--- config.mk ---
export PLATFORM = sky130hd
export DESIGN_NAME = ex_muldiv_unit
export DESIGN_NICKNAME = d
export VERILOG_FILES = /design/src/rtl/ex_muldiv_unit.sv
export SDC_FILE = /design/constraint.sdc
export NUM_CORES = 1
export LEC_CHECK = 0
export CORE_MARGIN = 5
export CORE_UTILIZATION = 40
export CTS_BUF_LIST = sky130_fd_sc_hd__clkbuf_16
export CTS_CLUSTER_DIAMETER = 200
export CTS_CLUSTER_SIZE = 30
export DETAILED_ROUTE_END_ITERATION = 10
export PLACE_DENSITY = 0.64
export SYNTH_ARGS = -nofsm -noshare
export SYNTH_HDL_FRONTEND = slang
export SYNTH_SLANG_ARGS = --single-unit
--- constraint.sdc ---
create_clock -name clk -period 8.3 [get_ports clk]
set_clock_uncertainty 0.1 [all_clocks]
set_input_delay 1.66 -clock clk [delete_from_list [all_inputs] [get_ports clk]]
set_output_delay 1.66 -clock clk [all_outputs]
set_load 0.005 [all_outputs]
--- src/rtl/ex_muldiv_unit.sv ---
// Iterative EX-stage multiply/divide unit: radix-2 shift-add multiply and restoring divide, 32 cycles each.
// Divider datapath is built only when MULDIV_DIV_EN is defined; otherwise DIVU/REMU retire 0 after one cycle.
module ex_muldiv_unit (
    input  logic        clk,
    input  logic        reset_n,
    input  logic        start,
    input  logic [1:0]  op,
    input  logic [31:0] rs1_data,
    input  logic [31:0] rs2_data,
    input  logic [4:0]  rd_address,
    input  logic        flush,
    output logic        stall,
    output logic        busy,
    output logic [31:0] result,
    output logic [4:0]  result_rd_address,
    output logic        result_valid
);

    typedef enum logic [1:0] {
        IDLE,
        RUN,
        DONE
    } state_t;

    localparam logic [1:0] OP_MUL   = 2'b00;
    localparam logic [1:0] OP_MULHU = 2'b01;
    localparam logic [1:0] OP_DIVU  = 2'b10;
    localparam logic [1:0] OP_REMU  = 2'b11;

    state_t      state;
    logic [5:0]  count;
    logic [1:0]  op_q;
    logic [4:0]  rd_q;

    // Multiplier: acc starts as {0, multiplier}; each step adds the multiplicand
    // into the upper half when the current LSB is set, then shifts right.
    logic [31:0] mcand;
    logic [63:0] acc;
    logic [32:0] mul_sum;
    logic [63:0] acc_next;

    always_comb begin
        mul_sum  = {1'b0, acc[63:32]} + {1'b0, (acc[0] ? mcand : 32'd0)};
        acc_next = {mul_sum, acc[31:1]};
    end

`ifdef MULDIV_DIV_EN
    // Restoring divider: the dividend shifts out of quo MSB-first into the
    // partial remainder; quotient bits shift into quo from the bottom.
    logic [31:0] divisor;
    logic [31:0] quo;
    logic [31:0] rem;
    logic [32:0] shifted;
    logic        fits;
    logic [31:0] diff;
    logic [31:0] rem_next;
    logic [31:0] quo_next;

    always_comb begin
        shifted  = {rem, quo[31]};
        fits     = (shifted >= {1'b0, divisor});
        diff     = shifted[31:0] - divisor;
        rem_next = fits ? diff : shifted[31:0];
        quo_next = {quo[30:0], fits};
    end
`endif

    logic        fast_path;
    logic [31:0] fast_result;
    logic [31:0] run_result;

    always_comb begin
`ifdef MULDIV_DIV_EN
        fast_path   = op[1] && (rs2_data == 32'd0);
        fast_result = op[0] ? rs1_data : '1;
`else
        fast_path   = op[1];
        fast_result = '0;
`endif
        case (op_q)
            OP_MUL:   run_result = acc_next[31:0];
            OP_MULHU: run_result = acc_next[63:32];
`ifdef MULDIV_DIV_EN
            OP_DIVU:  run_result = quo_next;
            OP_REMU:  run_result = rem_next;
`else
            OP_DIVU:  run_result = '0;
            OP_REMU:  run_result = '0;
`endif
            default:  run_result = '0;
        endcase
    end

    // stall must respond in the issue cycle, so it is combinational on start.
    always_comb begin
        stall = reset_n && (((state == IDLE) && start && !flush) || (state == RUN));
        busy  = reset_n && (state != IDLE);
    end

    always_ff @(posedge clk or negedge reset_n) begin
        if (!reset_n) begin
            state             <= IDLE;
            count             <= '0;
            op_q              <= '0;
            rd_q              <= '0;
            mcand             <= '0;
            acc               <= '0;
`ifdef MULDIV_DIV_EN
            divisor           <= '0;
            quo               <= '0;
            rem               <= '0;
`endif
            result            <= '0;
            result_rd_address <= '0;
            result_valid      <= 1'b0;
        end else begin
            result_valid <= 1'b0;
            if (flush) begin
                state <= IDLE;
            end else begin
                case (state)
                    IDLE: begin
                        if (start) begin
                            if (fast_path) begin
                                state             <= DONE;
                                result            <= fast_result;
                                result_rd_address <= rd_address;
                                result_valid      <= 1'b1;
                            end else begin
                                state   <= RUN;
                                count   <= '0;
                                op_q    <= op;
                                rd_q    <= rd_address;
                                mcand   <= rs2_data;
                                acc     <= {32'd0, rs1_data};
`ifdef MULDIV_DIV_EN
                                divisor <= rs2_data;
                                quo     <= rs1_data;
                                rem     <= '0;
`endif
                            end
                        end
                    end
                    RUN: begin
                        acc   <= acc_next;
`ifdef MULDIV_DIV_EN
                        quo   <= quo_next;
                        rem   <= rem_next;
`endif
                        count <= count + 6'd1;
                        if (count == 6'd31) begin
                            state             <= DONE;
                            result            <= run_result;
                            result_rd_address <= rd_q;
                            result_valid      <= 1'b1;
                        end
                    end
                    DONE: begin
                        state <= IDLE;
                    end
                    default: begin
                        state <= IDLE;
                    end
                endcase
            end
        end
    end

endmodule

==> results of run 1 <==
[worst reg2reg max path: stages (launching register included)]
cell,delay (ps)
dfrtp_1,920
nand2_1,210
inv_1,110
ha_1,240
a211oi_1,290
o21bai_1,210
o2111ai_1,400
a21oi_1,230
o41a_1,570
xnor2_1,340
o21ai_0,160
[routing by layer]
layer	part of all wire, %	wire, um	up-vias	global-route usage (%)
met5	0	0	-	0
met4	0.95	210	0	3.49
met3	5.9	1310	16	4.64
met2	46	10100	174	29.2
met1	48	10500	3246	27.6
li1	-	-	3214	-
[placed cells by master (no fill, tap or decap), types with 7 or more instances in the layout]
cell type | synthesis | routed
dfrtp_1 | 148 | 148
a21oi_1 | 43 | 43
a22o_1 | 32 | 32
nand4_1 | 20 | 20
o31ai_1 | 8 | 8
inv_6 | 0 | 9
clkdlybuf4s50_1 | 0 | 113
nand3_1 | 12 | 12
and2_1 | 33 | 33
nor3_1 | 13 | 13
nor2_1 | 37 | 35
nand2_1 | 85 | 85
mux2_2 | 38 | 38
xnor2_1 | 17 | 17
a21o_1 | 18 | 18
o21ai_0 | 73 | 73
inv_1 | 16 | 17
xor2_1 | 9 | 9
clkbuf_16 | 0 | 17
buf_4 | 0 | 7
ha_1 | 33 | 33
mux2i_1 | 50 | 50
o21a_1 | 8 | 8
[sequential cells by signal, indices dropped and copies added (netlist names)]
signal             count
acc                   64
count                  6
mcand                 32
op_q                   1
rd_q                   5
result                32
result_rd_address      5
result_valid           1
state                  2
[per-stage QoR]
stage	worst slack, ps	util, %	hold slack (ps)	total power, mW
after floorplan	4560	-	355	1.45
after global placement	3520	47.5	365	1.68
after detailed placement	3520	47.5	376	1.69
after CTS	3510	50.5	393	2.52
after global routing	3450	50.5	410	2.65
final	3520	50.5	384	2.51
[where the power goes]
group / switching, mW / internal, mW
Combinational: 0.411 / 0.306
Sequential: 0.107 / 0.861
Clock: 0.340 / 0.483
Total: 0.858 / 1.65
[worst paths after layout]
kind | start | endpoint | slack (ps) | cells after the start
max in group asynchronous | reset_n | result[15]$_DFFE_PN0P_ | 5970 | 2
max | flush | stall | 3520 | 5
min | result_rd_address[0]$_DFFE_PN0P_ | result_rd_address[0]$_DFFE_PN0P_ | 380 | 2
max reg2reg | acc[0]$_DFFE_PN0P_ | result[22]$_DFFE_PN0P_ | 4380 | 10
min reg2reg | result_rd_address[0]$_DFFE_PN0P_ | result_rd_address[0]$_DFFE_PN0P_ | 380 | 2
min in group asynchronous | reset_n | mcand[16]$_DFFE_PN0P_ | 1020 | 1
[cell type report]
| cell class | count | area (um2) | area share, % |
|---|---|---|---|
| multi-input cells | 615 | 4310 | 42.2 |
| clock inverters | 15 | 189 | 1.85 |
| clock buffers | 17 | 425 | 4.16 |
| flip-flops and latches | 148 | 3700 | 36.2 |
| repair buffers | 121 | 1190 | 11.7 |
| inverters | 16 | 60.1 | 0.588 |
| well taps | 270 | 338 | 3.31 |
[cell families after synthesis]
logic type / after synthesis / share of synthesized area [%]
compound gates: 236 / 19.0
xor+xnor: 26 / 2.76
fa+ha+maj: 34 / 5.25
buf+inv: 69 / 3.22
flops: 148 / 44.9
mux: 88 / 11.3
simple gates: 231 / 13.6
==> qor.csv, run 1 <==
metric,value,unit
CP Buf/Inv Count,3,
Clock Sinks,148,
CTS tree,done,
layout cells sized above 1,9.66,%
Setup TNS,0,ps
final setup fails,0,
worst skew pair latency,430,ps
post-CTS sizing,0,
Max IR drop VDD,0.000150,V
final net count,1028,
crit end category,primary output,
Crit Path Category,input pin to primary output,
Final Cycle Share,57.6,%
H-tree depth,4,
CP max stage delay,530,ps
Slew @ Worst Pin,962,ps
Non-Filler Instances,1202,
max-slew violations,0,
pwr dens,245,nW/um2
port bufs,114,
CP Launch Type,input pin,
CP most frequent cell,clkdlybuf4s50_1,
die area,23600,um2
clk buf depth,2,
Site Rows,52,
placed inst area,9600,um2
Initial Util,40.7,%
register bit total from synthesis,148,
Synth Net Count,941,
Max Cap Viol,0,
largest area contributor in the netlist,dfrtp_1,
DR iter-0 viols,456,
dpl cells,1170,
vias in the first global route,6598,
antenna violations before repair,0,
crit path max fanout,3,
GP Congestion,0.903,
# IOs,115,
Die Ht,154,um
synth warn,0,
fmax,0.209,GHz
post-route cell area,10200,um2
Detailed Place HPWL,15.4,mm
Ant. Diodes,0,
Synth Flop Type,dfrtp_1,
HP Class,flip-flop to flip-flop,
CTS clock-pin slew for the worst setup and hold paths,70,ps
total CTS buffers,17,
synth top area cells,"dfrtp_1, mux2i_1, mux2_2",
Post-Route WL,22.1,mm
Synth top area share,44.9,%
global route overflow,0,
most common cell in the netlist,dfrtp_1,
unrepaired setup endpoints after global routing,no,
Crit path required time,6540,ps
cell family with most CP delay,buffers and inverters,
GRT Util Overall,19.0,%
status,finished clean,
LEAKAGE,4.74,nW
cell count after synthesis,832,
first-pass GRT wire length,36.2,mm
Residual DRC,0,
Post-synth EDFFs,0,
mapped cell area,8250,um2
Post-synth ARST share,100,%
sequential share of the synthesized area,44.9,%
root buffer cell,clkbuf_16,
Core ar.,20200,um2
mean routed wirelength per cell,18.4,um
Slew Limit Headroom,35.7,%
Synth top cells by count,"dfrtp_1, nand2_1, o21ai_0",
Die X,154,um
drt pass-1 iters,5,
crit-path cells,clkdlybuf4s50_1 > inv_1 > a21oi_1 > nor3b_1 > clkdlybuf4s50_1,
synth unique cells,59,
slowest CP cell,clkdlybuf4s50_1,
final hold vios,0,
hold buffers post-CTS,0,
Setup Buffers After CTS,0,
DR vias/cell,5.53,
Tmin final,4780,ps
Post-DRT Antenna Nets,0,
average cell area after synthesis,9.91,um2
filler instances,1859,
largest net degree at the start of global routing,99,
area delta synth->final,23.9,%
vias,6650,
CP Data Arrival Time,3020,ps
Power figures use the tool's default switching activity.
==> inputs of run 2 (changes only) <==
Settings changed: PLACE_DENSITY 0.64 to 0.67.
Clock period 8.3 ns to 4.2 ns, I/O delays scaled along.
==> qor.csv, run 2 (synthesis results as in run 1) <==
metric,value,unit,change
Max Cap Viol,0,,unchanged
# IOs,115,,unchanged
Clock Sinks,148,,unchanged
final hold vios,0,,unchanged
mean routed wirelength per cell,18.9,um,+2.5%
Post-Route WL,22.9,mm,+3.3%
dpl cells,1178,,+0.68%
final hold slack,233,ps,-151 ps
crit-path cells,and2_1 > ha_1 > inv_1 > fa_1 > nor2b_1 > o2111ai_1 > a211oi_4 > a21oi_2 > o21ba_1 > or4_1 > nand3_1,,
CP max stage delay,630,ps,+100 ps
global route overflow,0,,unchanged
drt pass-1 iters,5,,unchanged
Die X,154,um,unchanged
antenna violations before repair,3,,+3
Max IR drop VDD,0.000271,V,+81%
total power,4.88,mW,+94%
CP Data Arrival Time,3710,ps,+690 ps
H-tree depth,4,,unchanged
final net count,1036,,+0.78%
cell family with most CP delay,simple AND/OR/NAND/NOR gates,,
Biggest register,acc,,
Core ar.,20200,um2,unchanged
Tmin final,3440,ps,
fmax,0.290,GHz,
Final Cycle Share,82.0,%,
clk buf depth,2,,unchanged
Non-Filler Instances,1211,,+0.75%
Residual DRC,0,,unchanged
CP Buf/Inv Count,1,,-2
first-pass GRT wire length,37.0,mm,+2.1%
final setup fails,0,,unchanged
DR vias/cell,5.53,,about the same
Setup Buffers After CTS,0,,unchanged
area of the multi-input gates,4300,um2,-0.12%
Setup TNS,0,ps,unchanged
status,finished clean,,
hold buffers post-CTS,0,,unchanged
port bufs,114,,unchanged
worst skew pair latency,430,ps,about the same
placed inst area,9670,um2,+0.70%
post-route cell area,10300,um2,+0.43%
vias in the first global route,6842,,+3.7%
crit path max fanout,17,,+14
GRT Util Overall,19.5,%,+0.48 points
Die Ht,154,um,unchanged
GP Congestion,0.908,,+0.55%
CTS tree,done,,
max-slew violations,0,,unchanged
LEAKAGE,4.76,nW,+0.44%
crit end category,flip-flop,,
Slew @ Worst Pin,759,ps,-203 ps
filler instances,1852,,-0.38%
layout cells sized above 1,10.5,%,+0.88 points
Post-DRT Antenna Nets,0,,unchanged
slowest CP cell,dfrtp_1,,
area delta synth->final,24.5,%,
pwr dens,475,nW/um2,+94%
post-CTS sizing,0,,unchanged
Slew Limit Headroom,49.4,%,+14 points
"commonest non-fill, non-tap cell in the layout",dfrtp_1,,
largest net degree at the start of global routing,54,,-45%
DR iter-0 viols,342,,-25%
Site Rows,52,,unchanged
CTS clock-pin slew for the worst setup and hold paths,70,ps,about the same
vias,6697,,+0.71%
Detailed Place HPWL,16.3,mm,+5.6%
Initial Util,40.7,%,unchanged
max reg flops,64,,unchanged
root buffer cell,clkbuf_16,,
FF+latch area,3700,um2,unchanged
"commonest non-fill, non-tap cells in the layout","dfrtp_1, clkdlybuf4s50_1, nand2_1",,
Crit path required time,4460,ps,-2080 ps
Crit Path Category,flip-flop to flip-flop,,
die area,23600,um2,unchanged
unrepaired setup endpoints after global routing,no,,
total CTS buffers,17,,unchanged
Top Registers,"acc (64), mcand (32), result (32)",,
CP Launch Type,flip-flop,,
HP Class,input pin to async pin,,
==> run 2: layout make-up <==
| type | count | share of cell area, % |
|---|---|---|
| diodes | 1 | 0.0244 |
| clock buffers | 17 | 4.15 |
| clock inverters | 15 | 1.58 |
| inverters | 16 | 0.585 |
| multi-input cells | 615 | 41.9 |
| flip-flops and latches | 148 | 36.1 |
| well taps | 270 | 3.29 |
| repair buffers | 129 | 12.4 |
==> run 2: power breakdown <==
group          total (mW)  internal, mW  leakage, nW  switching [mW]
Clock                1.54         0.844        0.288           0.695
Sequential           1.91          1.70         1.92           0.207
Combinational        1.43         0.613         2.56           0.815
==> run 2: per-stage QoR <==
| step | utilization (%) | setup WS, ps |
|---|---|---|
| 5_1_grt | 50.7 | 530 |
| 3_5_place_dp | 47.8 | 770 |
| 2_1_floorplan | - | 1320 |
| 6_report | 50.7 | 757 |
| 3_3_place_gp | 47.8 | 884 |
| 4_1_cts | 50.7 | 752 |
==> run 2: per-layer routing <==
| layer | part of all wire (%) | track usage [%] | vias up |
|---|---|---|---|
| li1 | - | - | 3222 |
| met1 | 47 | 26.9 | 3268 |
| met2 | 46 | 30.8 | 171 |
| met3 | 5.2 | 4.89 | 30 |
| met4 | 1.3 | 4.96 | 6 |
| met5 | 0.15 | 0 | - |
==> run 2: worst paths after layout <==
check | cells after the start | endpoint | slack (ps) | startpoint
max | 11 | result[29]$_DFFE_PN0P_ | 760 | acc[0]$_DFFE_PN0P_
min reg2reg | 2 | result_rd_address[4]$_DFFE_PN0P_ | 380 | result_rd_address[4]$_DFFE_PN0P_
max reg2reg | 11 | result[29]$_DFFE_PN0P_ | 760 | acc[0]$_DFFE_PN0P_
min in group clk | 2 | result_rd_address[4]$_DFFE_PN0P_ | 380 | result_rd_address[4]$_DFFE_PN0P_
max in group asynchronous | 2 | acc[48]$_DFFE_PN0P_ | 2670 | reset_n
min | 1 | mcand[5]$_DFFE_PN0P_ | 230 | reset_n
==> inputs of run 3 (changes only) <==
Clock period 4.2 ns to 2.77 ns, I/O delays scaled along.
==> qor.csv, run 3 (synthesis results as in run 1) <==
metric,value,unit,change
Core ar.,20200,um2,unchanged
Max IR drop VDD,0.000502,V,+85%
Tmin final,2840,ps,-604 ps
LEAKAGE,5.42,nW,+14%
GP Congestion,0.876,,-3.4%
Post-DRT Antenna Nets,0,,unchanged
total CTS buffers,17,,unchanged
Biggest register,acc,,
mean routed wirelength per cell,19.0,um,+0.47%
Clock Sinks,148,,unchanged
vias in the first global route,7329,,+7.1%
Slew Limit Headroom,50.5,%,+1.2 points
Residual DRC,0,,unchanged
die area,23600,um2,unchanged
fmax,0.352,GHz,+21%
Top Registers,"acc (64), mcand (32), result (32)",,
DR iter-0 viols,517,,+51%
clk buf depth,2,,unchanged
HP Class,flip-flop to flip-flop,,
layout cells sized above 1,28.4,%,+18 points
Max Cap Viol,0,,unchanged
CTS clock-pin slew for the worst setup and hold paths,60,ps,about the same
FF+latch area,3700,um2,about the same
Post-Route WL,25.0,mm,+9.3%
CP Data Arrival Time,3110,ps,-600 ps
root buffer cell,clkbuf_16,,
unrepaired setup endpoints after global routing,yes,,
antenna violations before repair,0,,-3
port bufs,114,,unchanged
drt pass-1 iters,5,,unchanged
# IOs,115,,unchanged
Site Rows,52,,unchanged
"commonest non-fill, non-tap cells in the layout","dfrtp_1, clkdlybuf4s50_1, buf_4",,
DR vias/cell,5.44,,-1.5%
"commonest non-fill, non-tap cell in the layout",dfrtp_1,,
final setup fails,4,,+4
final net count,1144,,+10%
max reg flops,64,,unchanged
total power,8.52,mW,+75%
setup ws final,-68.8,ps,-826 ps
global route overflow,0,,unchanged
area delta synth->final,44.3,%,
failing checks,setup timing,,
"setup slack, reg-to-reg",-70,ps,-830 ps
CP Launch Type,flip-flop,,
Final Cycle Share,102,%,+21 points
largest net degree at the start of global routing,138,,+160%
Crit Path Category,flip-flop to flip-flop,,
status,"complete, but fails checks",,
filler instances,1714,,-7.5%
post-route cell area,11900,um2,+16%
worst skew pair latency,440,ps,about the same
area of the multi-input gates,5020,um2,+17%
Initial Util,40.7,%,unchanged
final hold slack,383,ps,+150 ps
GRT Util Overall,20.7,%,+1.2 points
H-tree depth,4,,unchanged
placed inst area,10500,um2,+8.4%
vias,7171,,+7.1%
crit path max fanout,5,,-12
Die X,154,um,unchanged
pwr dens,716,nW/um2,+51%
CTS tree,done,,
Crit path required time,3040,ps,-1420 ps
first-pass GRT wire length,39.4,mm,+6.6%
Detailed Place HPWL,17.4,mm,+6.6%
Ant. Diodes,0,,-1
final hold vios,0,,unchanged
max-slew violations,0,,unchanged
Slew @ Worst Pin,742,ps,-17.4 ps
crit end category,flip-flop,,
Die Ht,154,um,unchanged
## run 3: cell count changes in the layout (fill, tap and decap cells not counted), moves of 7 or more
cell	change
a21oi_1	-20
a21oi_2	+14
and2_1	-10
and2_4	+10
buf_4	+93
ha_1	-22
ha_4	+21
nand2_1	-7
o21ai_0	-14
o21ai_1	+9
## run 3: metal layers
metal	track usage, %	up-vias	wire (um)
met2	33.5	179	12000
met5	0	-	0
li1	-	3436	-
met4	4.88	0	243
met1	28.3	3535	11500
met3	4.81	21	1220
## run 3: what timing repair did
item | in CTS | in global routing
cloned | 2 | 0
setup endpoints to repair | 30 | 44
hold buffers | 1 | 0
pin swaps | 18 | 35
endpoints found under the hold margin | 11 | 0
setup buffers | 2 | 9
gates resized for setup | 47 | 92
## run 3: worst paths after layout
check                                 startpoint                     end  cells past startpoint
max                           acc[0]$_DFFE_PN0P_  result[29]$_DFFE_PN0P_                     11
min                        result[6]$_DFFE_PN0P_   result[6]$_DFFE_PN0P_                      2
max reg2reg                   acc[0]$_DFFE_PN0P_  result[29]$_DFFE_PN0P_                     11
min reg2reg                result[6]$_DFFE_PN0P_   result[6]$_DFFE_PN0P_                      2
max in group asynchronous                reset_n     acc[21]$_DFFE_PN0P_                      3
min in group asynchronous                reset_n  result[30]$_DFFE_PN0P_                      2
## run 3: where the power goes
part,leakage (nW),internal (mW),switching (mW)
sequential,1.92,2.58,0.372
combinational,3.21,1.68,1.57
clock,0.289,1.39,0.921
total,5.42,5.65,2.87
## run 3: cell type report
cell class,instances,share of cell area (%)
Sequential cell,148,31.1
Timing Repair Buffer,237,18.5
Multi-Input combinational cell,615,42.2
Clock inverter,14,1.23
Clock buffer,17,3.58
Inverter,16,0.505
Tap cell,270,2.84
## run 3: metrics by stage
step                TNS, ps  instances  utilization, %  setup slack [ps]
floorplan             -13.5        832               -             -8.04
global placement      -1460       1272            51.8              -158
detailed placement    -2260       1272            51.8              -196
CTS                    -178       1308            56.2             -61.9
global route          -1580       1317            58.8              -163
finish                 -130       1317            58.8             -68.8
## run 3: worst max-delay path, cell delays in order, from the launching register on
cell and delay, ps:
dfrtp_2 420, and2_4 170, ha_4 120, inv_2 30
fa_2 370, nor2b_4 170, o2111ai_4 160, a211oi_4 310
a21oi_2 100, o21ba_4 250, or4_1 500, nand3_1 80
